File: config.mk
export PLATFORM = sky130hd
export DESIGN_NAME = wb_lcd_init_master
export DESIGN_NICKNAME = d
export VERILOG_FILES = /design/src/rtl/lcd_pkg.sv /design/src/rtl/lcd_delay_timer.sv /design/src/rtl/wb_lcd_init_master.sv
export SDC_FILE = /design/constraint.sdc
export NUM_CORES = 1
export LEC_CHECK = 0
export BUFFER_PORTS_ARGS = -buffer_cell sky130_fd_sc_hd__buf_4
export CAP_MARGIN = 20
export CORE_ASPECT_RATIO = 0.8
export CORE_UTILIZATION = 45
export CTS_BUF_LIST = sky130_fd_sc_hd__clkbuf_8 sky130_fd_sc_hd__clkbuf_16
export CTS_CLUSTER_SIZE = 25
export DETAILED_ROUTE_END_ITERATION = 8
export GPL_ROUTABILITY_DRIVEN = 1
export PLACE_DENSITY_LB_ADDON = 0.2
export SYNTH_ARGS = -nofsm -noshare
export SYNTH_HDL_FRONTEND = slang
export SYNTH_SLANG_ARGS = --single-unit
export TNS_END_PERCENT = 10
File: constraint.sdc
create_clock -name i_clk -period 4.12 [get_ports i_clk]
set_input_delay 0.824 -clock i_clk [delete_from_list [all_inputs] [get_ports i_clk]]
set_output_delay 0.824 -clock i_clk [all_outputs]
set_load 0.005 [all_outputs]
File: src/rtl/lcd_pkg.sv
// Shared types and HD44780 command constants for the Wishbone LCD init master.
package lcd_pkg;

    typedef enum logic [2:0] {
        StPwrup,
        StInit,
        StIdle,
        StReq,
        StWait,
        StDly
    } lcd_state_e;

    localparam logic [7:0] CMD_CLEAR     = 8'h01;
    localparam logic [7:0] CMD_HOME      = 8'h02;
    localparam logic [7:0] CMD_ENTRY     = 8'h06;
    localparam logic [7:0] CMD_DISP_ON   = 8'h0C;
    localparam logic [7:0] CMD_FUNC_SET  = 8'h38;
    localparam logic [7:0] CMD_SET_DDRAM = 8'h80;
    localparam logic [7:0] LINE2_OFS     = 8'h40;

    localparam logic [2:0] INIT_LEN = 3'd5;

    function automatic logic [7:0] init_rom(input logic [2:0] idx);
        logic [7:0] cmd;
        case (idx)
            3'd0:    cmd = CMD_FUNC_SET;
            3'd1:    cmd = CMD_FUNC_SET;
            3'd2:    cmd = CMD_DISP_ON;
            3'd3:    cmd = CMD_CLEAR;
            3'd4:    cmd = CMD_ENTRY;
            default: cmd = CMD_FUNC_SET;
        endcase
        return cmd;
    endfunction

    // Clear and home need the long post-command delay.
    function automatic logic is_long_cmd(input logic rs, input logic [7:0] data);
        return !rs && (data == CMD_CLEAR || data == CMD_HOME);
    endfunction

endpackage

File: src/rtl/lcd_delay_timer.sv
// Loadable down-counter; done while the count sits at zero.
module lcd_delay_timer #(
    parameter int unsigned RESET_LOAD = 0
) (
    input  logic        i_clk,
    input  logic        i_reset,
    input  logic        i_load,
    input  logic [31:0] i_load_val,
    output logic        o_done
);

    logic [31:0] cnt_q;

    always_ff @(posedge i_clk) begin
        if (i_reset) begin
            cnt_q <= 32'(RESET_LOAD);
        end else if (i_load) begin
            cnt_q <= i_load_val;
        end else if (cnt_q != 32'd0) begin
            cnt_q <= cnt_q - 32'd1;
        end
    end

    assign o_done = (cnt_q == 32'd0);

endmodule

File: src/rtl/wb_lcd_init_master.sv
// Wishbone master that initialises an HD44780 LCD slave and then streams bytes to it,
// tracking the cursor and inserting line-change commands.
module wb_lcd_init_master
    import lcd_pkg::*;
#(
    parameter logic [29:0] LCD_BASE      = 30'h0,
    parameter int unsigned POWERUP_DELAY = 1000,
    parameter int unsigned CMD_DELAY     = 100,
    parameter int unsigned CLEAR_DELAY   = 2000,
    parameter int unsigned ACK_TIMEOUT   = 255,
    parameter int unsigned COLS          = 16
) (
    input  logic        i_clk,
    input  logic        i_reset,
    output logic        o_wb_cyc,
    output logic        o_wb_stb,
    output logic        o_wb_we,
    output logic [29:0] o_wb_addr,
    output logic [31:0] o_wb_data,
    output logic [3:0]  o_wb_sel,
    input  logic        i_wb_ack,
    input  logic        i_wb_stall,
    input  logic [31:0] i_wb_data,
    input  logic        i_byte_valid,
    input  logic [7:0]  i_byte_data,
    input  logic        i_byte_is_cmd,
    output logic        o_byte_ready,
    output logic        o_init_done,
    output logic        o_err
);

    localparam logic [4:0] COLS_W = 5'(COLS);

    lcd_state_e  state_q, state_d;
    logic [2:0]  rom_idx_q, rom_idx_d;
    logic        cyc_q, cyc_d;
    logic        stb_q, stb_d;
    logic        rs_q, rs_d;
    logic [7:0]  data_q, data_d;
    logic [4:0]  col_q, col_d;
    logic        line_q, line_d;
    logic        init_done_q, init_done_d;
    logic        err_q, err_d;
    logic [31:0] to_q, to_d;
    logic [31:0] to_inc;

    logic        tmr_load;
    logic [31:0] tmr_val;
    logic        tmr_done;
    logic        wrap;
    logic        unused_rdata;

    assign unused_rdata = ^i_wb_data;

    lcd_delay_timer #(
        .RESET_LOAD (POWERUP_DELAY)
    ) u_timer (
        .i_clk      (i_clk),
        .i_reset    (i_reset),
        .i_load     (tmr_load),
        .i_load_val (tmr_val),
        .o_done     (tmr_done)
    );

    // A char arriving at the end of a line first triggers a set-address command.
    assign wrap   = i_byte_valid && !i_byte_is_cmd && (col_q == COLS_W);
    assign to_inc = to_q + 32'd1;

    always_comb begin
        state_d     = state_q;
        rom_idx_d   = rom_idx_q;
        cyc_d       = cyc_q;
        stb_d       = stb_q;
        rs_d        = rs_q;
        data_d      = data_q;
        col_d       = col_q;
        line_d      = line_q;
        init_done_d = init_done_q;
        err_d       = err_q;
        to_d        = to_q;
        tmr_load    = 1'b0;
        tmr_val     = is_long_cmd(rs_q, data_q) ? 32'(CLEAR_DELAY) : 32'(CMD_DELAY);

        unique case (state_q)
            StPwrup: begin
                if (tmr_done) begin
                    state_d = StInit;
                end
            end
            StInit: begin
                if (rom_idx_q == INIT_LEN) begin
                    init_done_d = 1'b1;
                    col_d       = 5'd0;
                    line_d      = 1'b0;
                    state_d     = StIdle;
                end else begin
                    data_d    = init_rom(rom_idx_q);
                    rs_d      = 1'b0;
                    rom_idx_d = rom_idx_q + 3'd1;
                    cyc_d     = 1'b1;
                    stb_d     = 1'b1;
                    state_d   = StReq;
                end
            end
            StIdle: begin
                if (i_byte_valid) begin
                    cyc_d   = 1'b1;
                    stb_d   = 1'b1;
                    state_d = StReq;
                    if (wrap) begin
                        data_d = CMD_SET_DDRAM | (line_q ? 8'h00 : LINE2_OFS);
                        rs_d   = 1'b0;
                        line_d = !line_q;
                        col_d  = 5'd0;
                    end else begin
                        data_d = i_byte_data;
                        rs_d   = !i_byte_is_cmd;
                        if (!i_byte_is_cmd) begin
                            col_d = col_q + 5'd1;
                        end else if (is_long_cmd(1'b0, i_byte_data)) begin
                            col_d  = 5'd0;
                            line_d = 1'b0;
                        end else if (i_byte_data[7]) begin
                            line_d = i_byte_data[6];
                            col_d  = {1'b0, i_byte_data[3:0]};
                        end
                    end
                end
            end
            StReq: begin
                if (i_wb_ack) begin
                    cyc_d    = 1'b0;
                    stb_d    = 1'b0;
                    tmr_load = 1'b1;
                    state_d  = StDly;
                end else if (!i_wb_stall) begin
                    stb_d   = 1'b0;
                    to_d    = 32'd0;
                    state_d = StWait;
                end
            end
            StWait: begin
                to_d = to_inc;
                if (i_wb_ack) begin
                    cyc_d    = 1'b0;
                    tmr_load = 1'b1;
                    state_d  = StDly;
                end else if (to_inc >= 32'(ACK_TIMEOUT)) begin
                    cyc_d    = 1'b0;
                    err_d    = 1'b1;
                    tmr_load = 1'b1;
                    state_d  = StDly;
                end
            end
            StDly: begin
                if (tmr_done) begin
                    state_d = init_done_q ? StIdle : StInit;
                end
            end
            default: begin
                state_d = StPwrup;
            end
        endcase
    end

    always_ff @(posedge i_clk) begin
        if (i_reset) begin
            state_q     <= StPwrup;
            rom_idx_q   <= 3'd0;
            cyc_q       <= 1'b0;
            stb_q       <= 1'b0;
            rs_q        <= 1'b0;
            data_q      <= 8'h00;
            col_q       <= 5'd0;
            line_q      <= 1'b0;
            init_done_q <= 1'b0;
            err_q       <= 1'b0;
            to_q        <= 32'd0;
        end else begin
            state_q     <= state_d;
            rom_idx_q   <= rom_idx_d;
            cyc_q       <= cyc_d;
            stb_q       <= stb_d;
            rs_q        <= rs_d;
            data_q      <= data_d;
            col_q       <= col_d;
            line_q      <= line_d;
            init_done_q <= init_done_d;
            err_q       <= err_d;
            to_q        <= to_d;
        end
    end

    assign o_wb_cyc     = cyc_q;
    assign o_wb_stb     = stb_q;
    assign o_wb_we      = 1'b1;
    assign o_wb_addr    = {LCD_BASE[29:1], rs_q};
    assign o_wb_data    = {24'h0, data_q};
    assign o_wb_sel     = 4'b0001;
    assign o_byte_ready = (state_q == StIdle) && !wrap;
    assign o_init_done  = init_done_q;
    assign o_err        = err_q;

endmodule

==> parameters.txt, run 1 <==
Parameter                              Value

Layout
  Count of nets after finishing ... 790
  Most common library cell in the layout ignoring fill and taps ... sky130_fd_sc_hd__dfxtp_1
  Filler-free cell count of the finished design ... 910
  Share of final-layout standard cells stronger than drive strength 1 ... 0.112
  Antenna diodes ... 0
  Final core utilization ... 0.494
  Area growth from synthesis to layout ... 5.68%
  Count of filler cells inserted in the layout ... 1192
  Most frequent cells in the layout ... 89 x sky130_fd_sc_hd__dfxtp_1, 82 x sky130_fd_sc_hd__nor2_1, 62 x sky130_fd_sc_hd__nand2_1

STA
  Total setup violations reported at the end of the flow ... 0
  Crit share post-route ... 0.854
  Period minus WS final ... 3.52 ns
  Worst slew margin relative to its limit ... 0.274
  Setup Total Neg Slack ... 0 ns
  Maximum clock skew at final layout ... 0.00797 ns
  Hold Violations, Final ... 0
  Pins over their slew limit ... 0
  Highest attainable clock frequency ... 284 MHz
  Final worst-path setup slack ... 0.603 ns
  Setup repair after global routing missed its margin ... false
  Transition time of the tightest slew-check pin ... 1.09 ns

Place
  Worst slack at placement ... 0.618 ns
  Final weighted congestion in routability-driven placement ... 0.810
  IO Port Bufs ... 27
  Dpl cells ... 893
  Post-detailed-placement half-perimeter wirelength ... 8990 um

Yosys
  Synthesized area divided by synthesized cell count ... 7.77 um2
  Number of distinct standard cells referenced by the synthesized netlist ... 61
  Number of warnings reported in the yosys synthesis log ... 0
  Total standard cell area after synthesis ... 5750 um2
  Count of flip-flops with a built-in enable after synthesis ... 0
  Portion of synthesized cell area occupied by the leading cell type ... 0.310
  Cell count after synthesis ... 740
  Largest cells by area after synthesis ... sky130_fd_sc_hd__dfxtp_1 31%, sky130_fd_sc_hd__buf_4 8.0%, sky130_fd_sc_hd__nor2_1 5.4%, sky130_fd_sc_hd__a21oi_1 5.0%, sky130_fd_sc_hd__nand2_1 4.0%
  Sequential share of the synthesized area ... 0.310
  Async S/R FF share, synth ... 0
  Flops & latches, synth ... 89
  Dominant synthesized flop cell ... sky130_fd_sc_hd__dfxtp_1
  Largest area contributor in the netlist ... sky130_fd_sc_hd__dfxtp_1

Die
  Horiz. Die Dim ... 128 um
  Starting Density ... 0.468
  Total I/O pin count ... 118
  Rows ... 36
  CORE AREA ... 12300 um2
  Die Area ... 13200 um2
  Die Height ... 103 um

Clocking
  Clk Tree Root Cell ... sky130_fd_sc_hd__clkbuf_16
  Buffer levels on the longest clock path ... 2
  Setup bufs post-CTS ... 0
  Clock slew seen by the registers of the worst setup and hold paths ... 0.07 ns
  Count of H-tree levels built during CTS ... 3
  Later-pin clock latency in the skew report ... 0.35 ns
  Clk sink count ... 89
  Number of gates resized after CTS ... 0
  CTS tree ... done
  Hold-fix buffer count after cts ... 0
  Num CTS Buffers ... 9

Setup path
  Critical path class ... register to register
  Setup slack on the worst flop-to-flop path ... 0.60 ns
  Worst EP arrival ... 3.78 ns
  Required time of the critical path ... 4.39 ns
  Endpoint type of the worst setup path ... register
  Worst Path Max Fanout ... 25
  Type of element launching the critical path ... register

Power
  Power density normalized to cell area ... 409 nW/um2
  Max IR drop VDD ... 221 uV
  Leakage power ... 2.19 nW
  Final total power ... 2.49 mW

Detailed routing
  Via Count ... 4997
  Post-route DRC ... 0
  Post-DR vias/cell ... 5.49
  Remaining antenna violation count ... 0
  Drt first pass iters ... 5
  Final wirelength ... 13000 um
  Initial detailed-routing violation count ... 308
  Post-detailed-route wirelength per cell ... 14.3 um

GRT
  Initial antenna violation count ... 0
  Global-route wire length before repair ... 21500 um
  Pin count of the biggest net entering global routing ... 60
  Vias in the first global route ... 4480
  Global-route total usage across every layer ... 0.201
  Remaining global-route overflow ... 0

Min path
  Class of the tightest hold or removal check ... register to register

Status
  Run status ... complete, no violations

Flow run
  Number of max-capacitance violations reported ... 0
## final timing paths
check	end	startpoint	cells after the start
worst max-delay path	u_timer.cnt_q[31]	to_q[0]	9
worst min register to register	o_err	o_err	2
worst min-delay path	o_err	o_err	2
worst max register to register	u_timer.cnt_q[31]	to_q[0]	9
## Yosys cell counts (3+ instances only)
library cell	number
sky130_fd_sc_hd__a211oi_1	7
sky130_fd_sc_hd__a21oi_1	57
sky130_fd_sc_hd__a22oi_1	3
sky130_fd_sc_hd__a311oi_1	13
sky130_fd_sc_hd__a31o_2	5
sky130_fd_sc_hd__a31oi_1	9
sky130_fd_sc_hd__and2_1	5
sky130_fd_sc_hd__and3_1	6
sky130_fd_sc_hd__and4_1	5
sky130_fd_sc_hd__buf_2	10
sky130_fd_sc_hd__buf_4	61
sky130_fd_sc_hd__clkbuf_1	32
sky130_fd_sc_hd__dfxtp_1	89
sky130_fd_sc_hd__ha_1	10
sky130_fd_sc_hd__inv_1	14
sky130_fd_sc_hd__mux2i_1	5
sky130_fd_sc_hd__nand2_1	62
sky130_fd_sc_hd__nand2b_1	7
sky130_fd_sc_hd__nand3_1	24
sky130_fd_sc_hd__nand3b_1	4
sky130_fd_sc_hd__nand4_1	17
sky130_fd_sc_hd__nor2_1	82
sky130_fd_sc_hd__nor2b_1	3
sky130_fd_sc_hd__nor3_1	27
sky130_fd_sc_hd__nor3_2	20
sky130_fd_sc_hd__nor3b_1	6
sky130_fd_sc_hd__nor4_1	17
sky130_fd_sc_hd__o211ai_1	4
sky130_fd_sc_hd__o21ai_0	32
sky130_fd_sc_hd__o31ai_1	4
sky130_fd_sc_hd__or2_2	4
sky130_fd_sc_hd__or3_1	8
sky130_fd_sc_hd__or4_1	8
sky130_fd_sc_hd__xnor2_1	23
sky130_fd_sc_hd__xor2_1	23
## cell type report
cell class	count	area, um2	share of cell area
clock buffers	10	239	0.0393
clock inverters	6	73.8	0.0121
inverters	15	56.3	0.00927
multi-input cells	587	3470	0.571
flip-flops and latches	89	1780	0.293
well taps	171	214	0.0352
repair buffers	32	240	0.0395
## through the flow
step,hold slack [ns],area [um2]
floorplan,0.452,5960
global placement,0.459,5760
detailed placement,0.472,5760
CTS,0.484,6070
global route,0.491,6080
finish,0.480,6080
## critical path, stage by stage, from the launching register on
cell and delay (ns):
sky130_fd_sc_hd__dfxtp_1 0.44, sky130_fd_sc_hd__ha_1 0.31, sky130_fd_sc_hd__nand3_4 0.18, sky130_fd_sc_hd__or2_1 0.34, sky130_fd_sc_hd__nor4_1 0.57, sky130_fd_sc_hd__xnor2_1 0.18, sky130_fd_sc_hd__nand4_1 0.16, sky130_fd_sc_hd__or4_1 0.66
sky130_fd_sc_hd__o21a_4 0.38, sky130_fd_sc_hd__nor3_1 0.22
## sequential cells by signal (all words and copies together), names as in the netlist
signal / cells
u_timer.cnt_q: 32
rom_idx_q: 3
line_q: 1
rs_q: 1
state_q: 3
data_q: 8
o_wb_cyc: 1
o_init_done: 1
o_wb_stb: 1
o_err: 1
col_q: 5
to_q: 32
## where the power goes
group          internal, mW  switching, mW
logic                 0.240          0.351
registers             0.940         0.0924
clock network         0.495          0.369
## cell families (layout without fill, tap and decap cells)
kind of cell | Yosys count | after routing | synth area share
simple gates | 314 | 314 | 0.294
xor+xnor | 46 | 46 | 0.0701
other cells | 2 | 58 | 0.00131
flops | 89 | 89 | 0.310
compound gates | 154 | 154 | 0.171
fa+ha+maj | 10 | 10 | 0.0218
mux | 5 | 5 | 0.00871
buf+inv | 120 | 63 | 0.123
## metal layers
metal	global-route usage	up-vias	part of all wire
met4	0.0507	0	0.010
met1	0.268	2363	0.50
li1	-	2517	-
met2	0.336	107	0.45
met3	0.0379	10	0.040
met5	0	-	0
(Power assumes the default switching activity.)
==> run 2: changes to the inputs <==
--- a/config.mk
+++ b/config.mk
@@ -5,6 +5,7 @@
 export SDC_FILE = /design/constraint.sdc
 export NUM_CORES = 1
 export LEC_CHECK = 0
+export ABC_AREA = 1
 export BUFFER_PORTS_ARGS = -buffer_cell sky130_fd_sc_hd__buf_4
 export CAP_MARGIN = 20
 export CORE_ASPECT_RATIO = 0.8
==> run 2 against run 1 <==
Count of clock-buffer cells in the layout stayed put. Final area is 4.4% higher. Non-clock buffer count is 2 lower. Clock skew is 0.0018 ns higher. Global-route usage hardly changed. First-iteration DRC count is 48% higher. Wire length is 0.71% lower. Final cell count is 22% higher. Critical endpoint is now u_timer.cnt_q[1]. Largest cell class unchanged. Largest power group unchanged.
==> parameters.txt, run 2 <==
Parameter                              Value

Setup path
  Worst stage delay on the critical path ... 0.40 ns
  Endpoint type of the worst setup path ... register
  Worst Path Max Fanout ... 17
  Type of element launching the critical path ... register
  Worst EP arrival ... 3.05 ns
  Critical path class ... register to register
  Crit path top cell by count ... sky130_fd_sc_hd__nand2_1
  Family with the most delay on the worst path ... simple AND/OR/NAND/NOR gates
  Number of buffer and inverter instances along the worst setup path ... 0
  Required time of the critical path ... 4.40 ns
  Cell with the biggest individual delay on the critical path ... sky130_fd_sc_hd__dfxtp_1
  Cell chain of the critical path ... ha_1 -> nand2_1 -> nor2_4 -> nand2_2 -> nor2_4 -> nand2_1 -> nand2_1 -> nand2_1 -> nor2_1 -> nand2_1 -> nor2_4 -> nand4_4 -> nand2_4 -> nand2_4 -> a21oi_1

GRT
  Global-route total usage across every layer ... 0.201
  Global-route wire length before repair ... 21900 um
  Initial antenna violation count ... 0
  Vias in the first global route ... 4630
  Remaining global-route overflow ... 0
  Pin count of the biggest net entering global routing ... 51

Clocking
  Count of H-tree levels built during CTS ... 3
  Setup bufs post-CTS ... 0
  Hold-fix buffer count after cts ... 0
  CTS tree ... done
  Clk sink count ... 89
  Later-pin clock latency in the skew report ... 0.35 ns
  Num CTS Buffers ... 9
  Clk Tree Root Cell ... sky130_fd_sc_hd__clkbuf_16
  Buffer levels on the longest clock path ... 2
  Number of gates resized after CTS ... 0
  Clock slew seen by the registers of the worst setup and hold paths ... 0.07 ns

Die
  Horiz. Die Dim ... 130 um
  Rows ... 37
  Die Area ... 13700 um2
  Starting Density ... 0.461
  Die Height ... 105 um
  CORE AREA ... 12900 um2
  Total I/O pin count ... 118

Yosys
  Sequential share of the synthesized area ... 0.300
  Commonest cells in the netlist ... 240 x sky130_fd_sc_hd__nand2_1, 125 x sky130_fd_sc_hd__nor2_1, 90 x sky130_fd_sc_hd__inv_1
  Total standard cell area after synthesis ... 5940 um2
  Cell count after synthesis ... 909
  Count of flip-flops with a built-in enable after synthesis ... 0
  Portion of synthesized cell area occupied by the leading cell type ... 0.300
  Most frequent cell after synthesis ... sky130_fd_sc_hd__nand2_1
  Number of distinct standard cells referenced by the synthesized netlist ... 41
  Dominant synthesized flop cell ... sky130_fd_sc_hd__dfxtp_1
  Flops & latches, synth ... 89
  Number of warnings reported in the yosys synthesis log ... 0
  Largest area contributor in the netlist ... sky130_fd_sc_hd__dfxtp_1
  Async S/R FF share, synth ... 0
  Synthesized area divided by synthesized cell count ... 6.53 um2
  Largest cells by area after synthesis ... sky130_fd_sc_hd__dfxtp_1 30%, sky130_fd_sc_hd__nand2_1 15%, sky130_fd_sc_hd__nor2_1 7.9%, sky130_fd_sc_hd__buf_4 7.5%, sky130_fd_sc_hd__inv_1 5.7%

Detailed routing
  Post-DR vias/cell ... 4.72
  Initial detailed-routing violation count ... 456
  Drt first pass iters ... 5
  Post-route DRC ... 0
  Via Count ... 5226
  Post-detailed-route wirelength per cell ... 11.7 um
  Remaining antenna violation count ... 0
  Final wirelength ... 12900 um

Layout
  Count of filler cells inserted in the layout ... 1339
  Filler-free cell count of the finished design ... 1108
  Final core utilization ... 0.493
  Antenna diodes ... 0
  Count of nets after finishing ... 984
  Leading registers by flop count ... to_q: 32 flops, u_timer.cnt_q: 32 flops, data_q: 8 flops
  Most common library cell in the layout ignoring fill and taps ... sky130_fd_sc_hd__nand2_1
  Area growth from synthesis to layout ... 6.81%
  Share of final-layout standard cells stronger than drive strength 1 ... 0.0890
  Most frequent cells in the layout ... 240 x sky130_fd_sc_hd__nand2_1, 125 x sky130_fd_sc_hd__nor2_1, 90 x sky130_fd_sc_hd__inv_1
  Final Cell Area ... 6340 um2

STA
  Transition time of the tightest slew-check pin ... 0.787 ns
  Setup Total Neg Slack ... 0 ns
  Total setup violations reported at the end of the flow ... 0
  Maximum clock skew at final layout ... 0.00981 ns
  Worst slew margin relative to its limit ... 0.473
  Final worst-path setup slack ... 1.34 ns
  Period minus WS final ... 2.78 ns
  Setup repair after global routing missed its margin ... false
  Highest attainable clock frequency ... 360 MHz
  Hold Violations, Final ... 0
  Pins over their slew limit ... 0
  Crit share post-route ... 0.674

Place
  IO Port Bufs ... 27
  Post-detailed-placement half-perimeter wirelength ... 9460 um
  Dpl cells ... 1092
  Cell area after placement ... 6060 um2
  Final weighted congestion in routability-driven placement ... 0.860
  Worst slack at placement ... 1.31 ns

Power
  Max IR drop VDD ... 298 uV
  Leakage power ... 2.74 nW
  Power density normalized to cell area ... 417 nW/um2

Flow run
  Number of max-capacitance violations reported ... 0

Status
  Run status ... complete, no violations

Min path
  Class of the tightest hold or removal check ... register to register
==> run 2: cell count changes after synthesis, moves of 17 or more <==
cell | before | now
sky130_fd_sc_hd__nand3_1 | 24 | 52
sky130_fd_sc_hd__nand2_1 | 62 | 240
sky130_fd_sc_hd__nor2_1 | 82 | 125
sky130_fd_sc_hd__inv_1 | 14 | 90
sky130_fd_sc_hd__nor3_2 | 20 | 0
sky130_fd_sc_hd__clkbuf_1 | 32 | 15
==> run 2: per-stage QoR <==
stage,total power [mW],hold WS [ns]
floorplan,1.69,0.437
global placement,1.87,0.462
detailed placement,1.87,0.457
CTS,2.67,0.472
global route,2.84,0.488
finish,2.65,0.477
==> run 2: tightest hold or removal path: stages, from the launching register on <==
cell	delay (ns)
sky130_fd_sc_hd__dfxtp_1	0.32
sky130_fd_sc_hd__nand2_1	0.06
sky130_fd_sc_hd__a21oi_1	0.05
==> run 2: where the power goes <==
group	total [mW]	switching [mW]	internal [mW]
combinational	0.753	0.474	0.279
sequential	1.10	0.120	0.984
clock	0.789	0.363	0.427
total	2.65	0.957	1.69
==> run 2: logic make-up after synthesis <==
kind of cell | count (synthesis) | synth area share
AND/OR/NAND/NOR | 503 | 0.390
XOR/XNOR | 33 | 0.0487
AO/OA/AOI/OAI | 102 | 0.0910
buffers and inverters | 170 | 0.148
flip-flops | 89 | 0.300
adder cells (fa/ha/maj) | 10 | 0.0211
other | 2 | 0.00126
==> run 2: final cells by class <==
| type | count | area, um2 | area share |
|---|---|---|---|
| inverter | 92 | 345 | 0.0545 |
| timing repair buffer | 30 | 225 | 0.0355 |
| tap | 175 | 219 | 0.0345 |
| clock buffer | 10 | 239 | 0.0377 |
| sequential | 89 | 1780 | 0.281 |
| clock inverter | 6 | 41.3 | 0.00651 |
| multi-input combinational | 706 | 3490 | 0.550 |
==> run 2: layer usage <==
layer  up-vias  GRT usage  part of all wire
met4         0     0.0419            0.0068
met2       112      0.305              0.42
met5         -          0                 0
met3         5     0.0517             0.042
met1      2306      0.285              0.53
li1       2803          -                 -
==> run 2: path summary, 6_finish.rpt <==
kind           start          endpoint  slack, ns  cells past startpoint
max          to_q[1]  u_timer.cnt_q[1]       1.34                     15
min           line_q            line_q       0.48                      2
max reg2reg  to_q[1]  u_timer.cnt_q[1]       1.34                     15
min reg2reg   line_q            line_q       0.48                      2
